==> src/rtl/uart_tx_arbiter.sv <==
// Round-robin arbiter sharing one UART transmitter among N_REQ byte producers.
// Optional packet lock (whole packets per requester) enabled by defining UART_ARB_LOCK_EN.

// state     | meaning
// ----------+-----------------------------------------------------------
// IDLE      | waiting for !tx_busy and an eligible request; grants here
// START     | tx_start high for this single cycle
// WAIT_BUSY | waiting for the transmitter to raise tx_busy
// WAIT_DONE | waiting for tx_busy to fall; then active drops

module uart_tx_arbiter #(
  parameter int N_REQ = 4
) (
  input  logic                     clk,
  input  logic                     rst,
  input  logic [N_REQ-1:0]         req_valid,
  input  logic [8*N_REQ-1:0]       req_data,
  input  logic [N_REQ-1:0]         req_last,
  output logic [N_REQ-1:0]         req_ready,
  output logic [7:0]               tx_data,
  output logic                     tx_start,
  input  logic                     tx_busy,
  output logic [$clog2(N_REQ)-1:0] grant_id,
  output logic                     active
);

  localparam int IW = $clog2(N_REQ);

  typedef enum logic [1:0] {
    IDLE,
    START,
    WAIT_BUSY,
    WAIT_DONE
  } state_t;

  state_t           state;
  logic [IW-1:0]    ptr;
  logic [IW-1:0]    win_idx;
  logic [IW-1:0]    next_ptr;
  logic             win_found;
  logic             accept;
  logic [N_REQ-1:0] eligible;
  logic [7:0]       win_byte;

`ifdef UART_ARB_LOCK_EN
  logic          locked;
  logic [IW-1:0] lock_id;

  // While a packet is open only its owner may be granted.
  always_comb begin
    eligible = req_valid;
    if (locked) begin
      for (int i = 0; i < N_REQ; i++) begin
        eligible[i] = req_valid[i] && (IW'(i) == lock_id);
      end
    end
  end
`else
  logic unused_last;
  assign unused_last = ^req_last;
  assign eligible    = req_valid;
`endif

  // Circular search starting at ptr: first eligible index wins.
  always_comb begin
    int idx_i;
    idx_i     = 0;
    win_found = 1'b0;
    win_idx   = '0;
    for (int k = 0; k < N_REQ; k++) begin
      idx_i = int'(ptr) + k;
      if (idx_i >= N_REQ) begin
        idx_i = idx_i - N_REQ;
      end
      if (!win_found && eligible[IW'(idx_i)]) begin
        win_found = 1'b1;
        win_idx   = IW'(idx_i);
      end
    end
  end

  always_comb begin
    win_byte = 8'h00;
    for (int i = 0; i < N_REQ; i++) begin
      if (IW'(i) == win_idx) begin
        win_byte = req_data[8*i +: 8];
      end
    end
  end

  assign next_ptr = (int'(win_idx) == N_REQ - 1) ? '0 : win_idx + IW'(1);
  assign accept   = (state == IDLE) && !tx_busy && win_found;

  always_comb begin
    req_ready = '0;
    if (!rst && accept) begin
      req_ready[win_idx] = 1'b1;
    end
  end

  always_ff @(posedge clk) begin
    if (rst) begin
      state    <= IDLE;
      ptr      <= '0;
      tx_start <= 1'b0;
      tx_data  <= 8'h00;
      grant_id <= '0;
      active   <= 1'b0;
`ifdef UART_ARB_LOCK_EN
      locked   <= 1'b0;
      lock_id  <= '0;
`endif
    end else begin
      case (state)
        IDLE: begin
          if (accept) begin
            tx_data  <= win_byte;
            grant_id <= win_idx;
            active   <= 1'b1;
            tx_start <= 1'b1;
            state    <= START;
`ifdef UART_ARB_LOCK_EN
            if (req_last[win_idx]) begin
              locked <= 1'b0;
              ptr    <= next_ptr;
            end else begin
              locked  <= 1'b1;
              lock_id <= win_idx;
            end
`else
            ptr <= next_ptr;
`endif
          end
        end
        START: begin
          tx_start <= 1'b0;
          state    <= WAIT_BUSY;
        end
        WAIT_BUSY: begin
          if (tx_busy) begin
            state <= WAIT_DONE;
          end
        end
        WAIT_DONE: begin
          if (!tx_busy) begin
            active <= 1'b0;
            state  <= IDLE;
          end
        end
        default: state <= IDLE;
      endcase
    end
  end

endmodule

==> config.mk <==
export PLATFORM = sky130hd
export DESIGN_NAME = uart_tx_arbiter
export DESIGN_NICKNAME = d
export VERILOG_FILES = /design/src/rtl/uart_tx_arbiter.sv
export SDC_FILE = /design/constraint.sdc
export NUM_CORES = 1
export LEC_CHECK = 0
export ABC_AREA = 1
export BUFFER_PORTS_ARGS = -buffer_cell sky130_fd_sc_hd__buf_2
export CAP_MARGIN = 20
export CORE_MARGIN = 5
export CORE_UTILIZATION = 45
export CTS_BUF_LIST = sky130_fd_sc_hd__clkbuf_8
export DETAILED_ROUTE_END_ITERATION = 12
export GPL_ROUTABILITY_DRIVEN = 1
export HOLD_SLACK_MARGIN = 0.05
export PLACE_DENSITY = 0.75
export SYNTH_ARGS = -nofsm -noshare
export SYNTH_HDL_FRONTEND = slang
export SYNTH_SLANG_ARGS = --single-unit
==> constraint.sdc <==
create_clock -name clk -period 3.61 [get_ports clk]
set_input_delay 0.1805 -clock clk [delete_from_list [all_inputs] [get_ports clk]]
set_output_delay 0.1805 -clock clk [all_outputs]
set_load 0.05 [all_outputs]
==> impl_metrics.py <==
metrics = {
    "die": {
        "fp.dieH_um": 63.3,
        "num_rows": 19,
        "die_area_um2": 4010,
        "boundaryPins": 59,
        "die_width_um": 63.3,
        "core_area_um2": 2730,
        "floorplan.initialDensity_pct": 46.8,
    },
    "synth": {
        "synth-warning-count": 0,
        "yosys-top-cells-area": "sky130_fd_sc_hd__dfxtp_1 (25%), sky130_fd_sc_hd__nand2_1 (22%), sky130_fd_sc_hd__ha_1 (8.8%)",
        "synth.lib_cells_used.distinct": 23,
        "syn_nets": 269,
        "yosys.area.top_type": "sky130_fd_sc_hd__dfxtp_1",
        "fraction_of_post_synthesis_cell_area_in_the_top_cell_type_by_area_pct": 25.0,
        "avg_inst_size_synth_um2": 5.89,
        "synth_area_um2": 1280,
        "synth_seq_cells": 16,
        "gate_count_post_synth": 217,
        "ys_seq_area_share_pct": 25.0,
    },
    "timing": {
        "final_hold_viol_count": 0,
        "finalSetupViolCount": 0,
        "max-slew-margin-rel_pct": 68.2,
        "period_needed_ns": 2.82,
        "timing.final.crit_share_pct": 78.1,
        "achievable-frequency_mhz": 355,
        "finalClockSkew_ns": 0.00520,
        "setup_tns_ns": 0,
        "layout_setup_ws_ns": 0.789,
        "rsz0062_at_grt": "no",
        "drv_slew": 0,
        "hold_ws_ns": 0.0919,
        "max_slew.worst_pin.slew_ns": 0.476,
    },
    "placed_design": {
        "place.detailed.hpwl_um": 2480,
        "place_congestion": 0.847,
        "preCtsSetupSlack_ns": 0.809,
        "numPortBuffers": 54,
        "detailed_place.area_um2": 1550,
        "post-place-cells": 296,
    },
    "worst_setup_path": {
        "crit_path_end_kind": "flip-flop",
        "start_kind": "flip-flop",
        "cp_max_delay_cell": "sky130_fd_sc_hd__nor2_1",
        "path_class": "flip-flop to flip-flop",
        "crit_arrival_ns": 3.01,
        "critical-path-top-cell-by-count": "sky130_fd_sc_hd__nand2_1",
        "critPathMaxStageDelay_ns": 0.43,
        "worst-endpoint-required_ns": 3.80,
        "worstPathCellList": "inv_1 -> nand2_1 -> nand3_1 -> nand2_1 -> inv_1 -> nand2_1 -> nand2_1 -> nand2_1 -> inv_1 -> nand2_1 -> inv_1 -> ha_1 -> nor2_1 -> nand2_1 -> nand2_1 -> o21ai_0 -> nand2_1 -> o21ai_0 -> nand2_1 -> nand2_1 -> nor2_1",
        "crit_fanout": 10,
    },
    "global_route": {
        "pin_count_of_the_biggest_net_entering_global_routing": 23,
        "grtUsageTotal_pct": 14.8,
        "initial_antenna_violation_count": 0,
        "grt_first_pass_wirelength_um": 4970,
        "overflow_left_after_global_routing": 0,
        "grt_pass1_vias": 1192,
    },
    "final_layout": {
        "antenna-diode-count": 0,
        "layout.cells.most_common_list": "sky130_fd_sc_hd__nand2_1 (76), sky130_fd_sc_hd__buf_2 (54), sky130_fd_sc_hd__nor2_1 (28)",
        "nNetsFinal": 322,
        "most_common_cell_after_layout_fill_and_taps_aside": "sky130_fd_sc_hd__nand2_1",
        "fill_cells": 293,
        "fin_util_pct": 58.8,
        "final_cell_count_no_fill": 300,
        "finish.instance_area_um2": 1610,
        "layout-drive-gt1-share_pct": 25.7,
        "area_growth_pct": 25.6,
    },
    "detailed_routing": {
        "wirelength_per_cell_um": 10.2,
        "route.vias.total": 1377,
        "totalWireLength_um": 3060,
        "antenna_violating_nets_left": 0,
        "dr.pass1.iters": 4,
        "route.detailed.vias_per_inst": 4.59,
        "route.detailed.drc": 0,
        "detail_route.iter0.violations": 70,
    },
    "power": {
        "total_power_mw": 1.91,
        "power_report.internal_total_mw": 0.803,
        "switching_share_pct": 57.9,
        "combinational_power_share_pct": 76.0,
        "p_seq_share_pct": 15.8,
        "vdd_drop_max_uv": 885,
        "power.density_nw_per_um2": 1190,
        "pwr-share-clk_pct": 8.2,
        "cellLeakagePower_nw": 0.929,
        "power.switching_mw": 1.10,
    },
    "run_status": {
        "run_status": "finished, final reports clean",
    },
    "clocking": {
        "cts-root-to-sink-buffers": 2,
        "cts-resized-gates": 0,
        "clkTransAtPathRegs_ns": 0.06,
        "cts_tree": "yes",
        "cts_buffers": 3,
        "cts.root.buffer_cell": "sky130_fd_sc_hd__clkbuf_8",
        "cts.hold.buffers_added": 0,
        "clk_latency_ns": 0.25,
        "cts_setup_buffers": 0,
        "sinks_on_the_clock_net": 16,
        "cts.htree.levels": 1,
    },
    "min_path": {
        "min-delay-path-class": "primary input to flip-flop",
    },
    "flow_run": {
        "cap_viol_max_count": 0,
    },
}
==> power groups by stage <==
stage	logic, mW	clock network [mW]	registers, mW
finish	1.45	0.156	0.301
global route	1.66	0.172	0.315
CTS	1.46	0.162	0.302
detailed placement	1.45	0	0.305
global placement	1.45	0	0.304
floorplan	1.00	0	0.488
==> sequential cells by signal, summed over array words and instances, names as in the netlist <==
name and count:
ptr 2, tx_data 8, grant_id 2, active 1, state 2, tx_start 1
==> critical path, delay by kind of cell (launching register included) <==
family | cells | cell delay (ns)
AOI/OAI and AO/OA | 2 | 0.19
adders and majority gates | 1 | 0.31
buffers and inverters | 4 | 0.35
DFF | 1 | 0.41
and+or+nand+nor | 14 | 1.51
==> routing by layer <==
| layer | GRT usage, % | vias to the layer above | wire [um] |
|---|---|---|---|
| met2 | 25.0 | 24 | 1460 |
| met4 | 5.97 | 0 | 43 |
| li1 | - | 783 | - |
| met5 | 0 | - | 0 |
| met1 | 18.6 | 565 | 1450 |
| met3 | 2.13 | 5 | 109 |
==> path summary, 6_finish.rpt <==
path                            cells past startpoint         from          end  slack, ns
worst max register to register                     21       ptr[0]   tx_data[5]       0.79
worst max-delay path                               21       ptr[0]   tx_data[5]       0.79
worst min register to register                      2  grant_id[0]  grant_id[0]       0.46
worst min-delay path                                2          rst  grant_id[0]       0.09
==> kinds of logic after synthesis <==
family          Yosys count  share of synthesized area (%)
buf+inv                  30                           10.4
fa+ha+maj                 9                           8.81
flops                    16                           25.0
simple gates            126                           41.2
compound gates           36                           14.6
==> area by class of cell <==
cell class / count / area (um2) / area share, %
Inverter: 23 / 88.8 / 5.53
Tap cell: 31 / 38.8 / 2.41
Multi-Input combinational cell: 171 / 826 / 51.4
Sequential cell: 16 / 320 / 19.9
Clock buffer: 4 / 55.1 / 3.43
Timing Repair Buffer: 55 / 278 / 17.3
==> synth_stat cells, drive strengths merged <==
master and n:
clkbuf 3, nor3 1, o21ai 21, a21oi 14, dfxtp 16, ha 9, nand2 81, nand4 1
inv 23, nor2 29, a21boi 1, nand3b 1, nand3 13, buf 4
(Power assumes the default switching activity.)
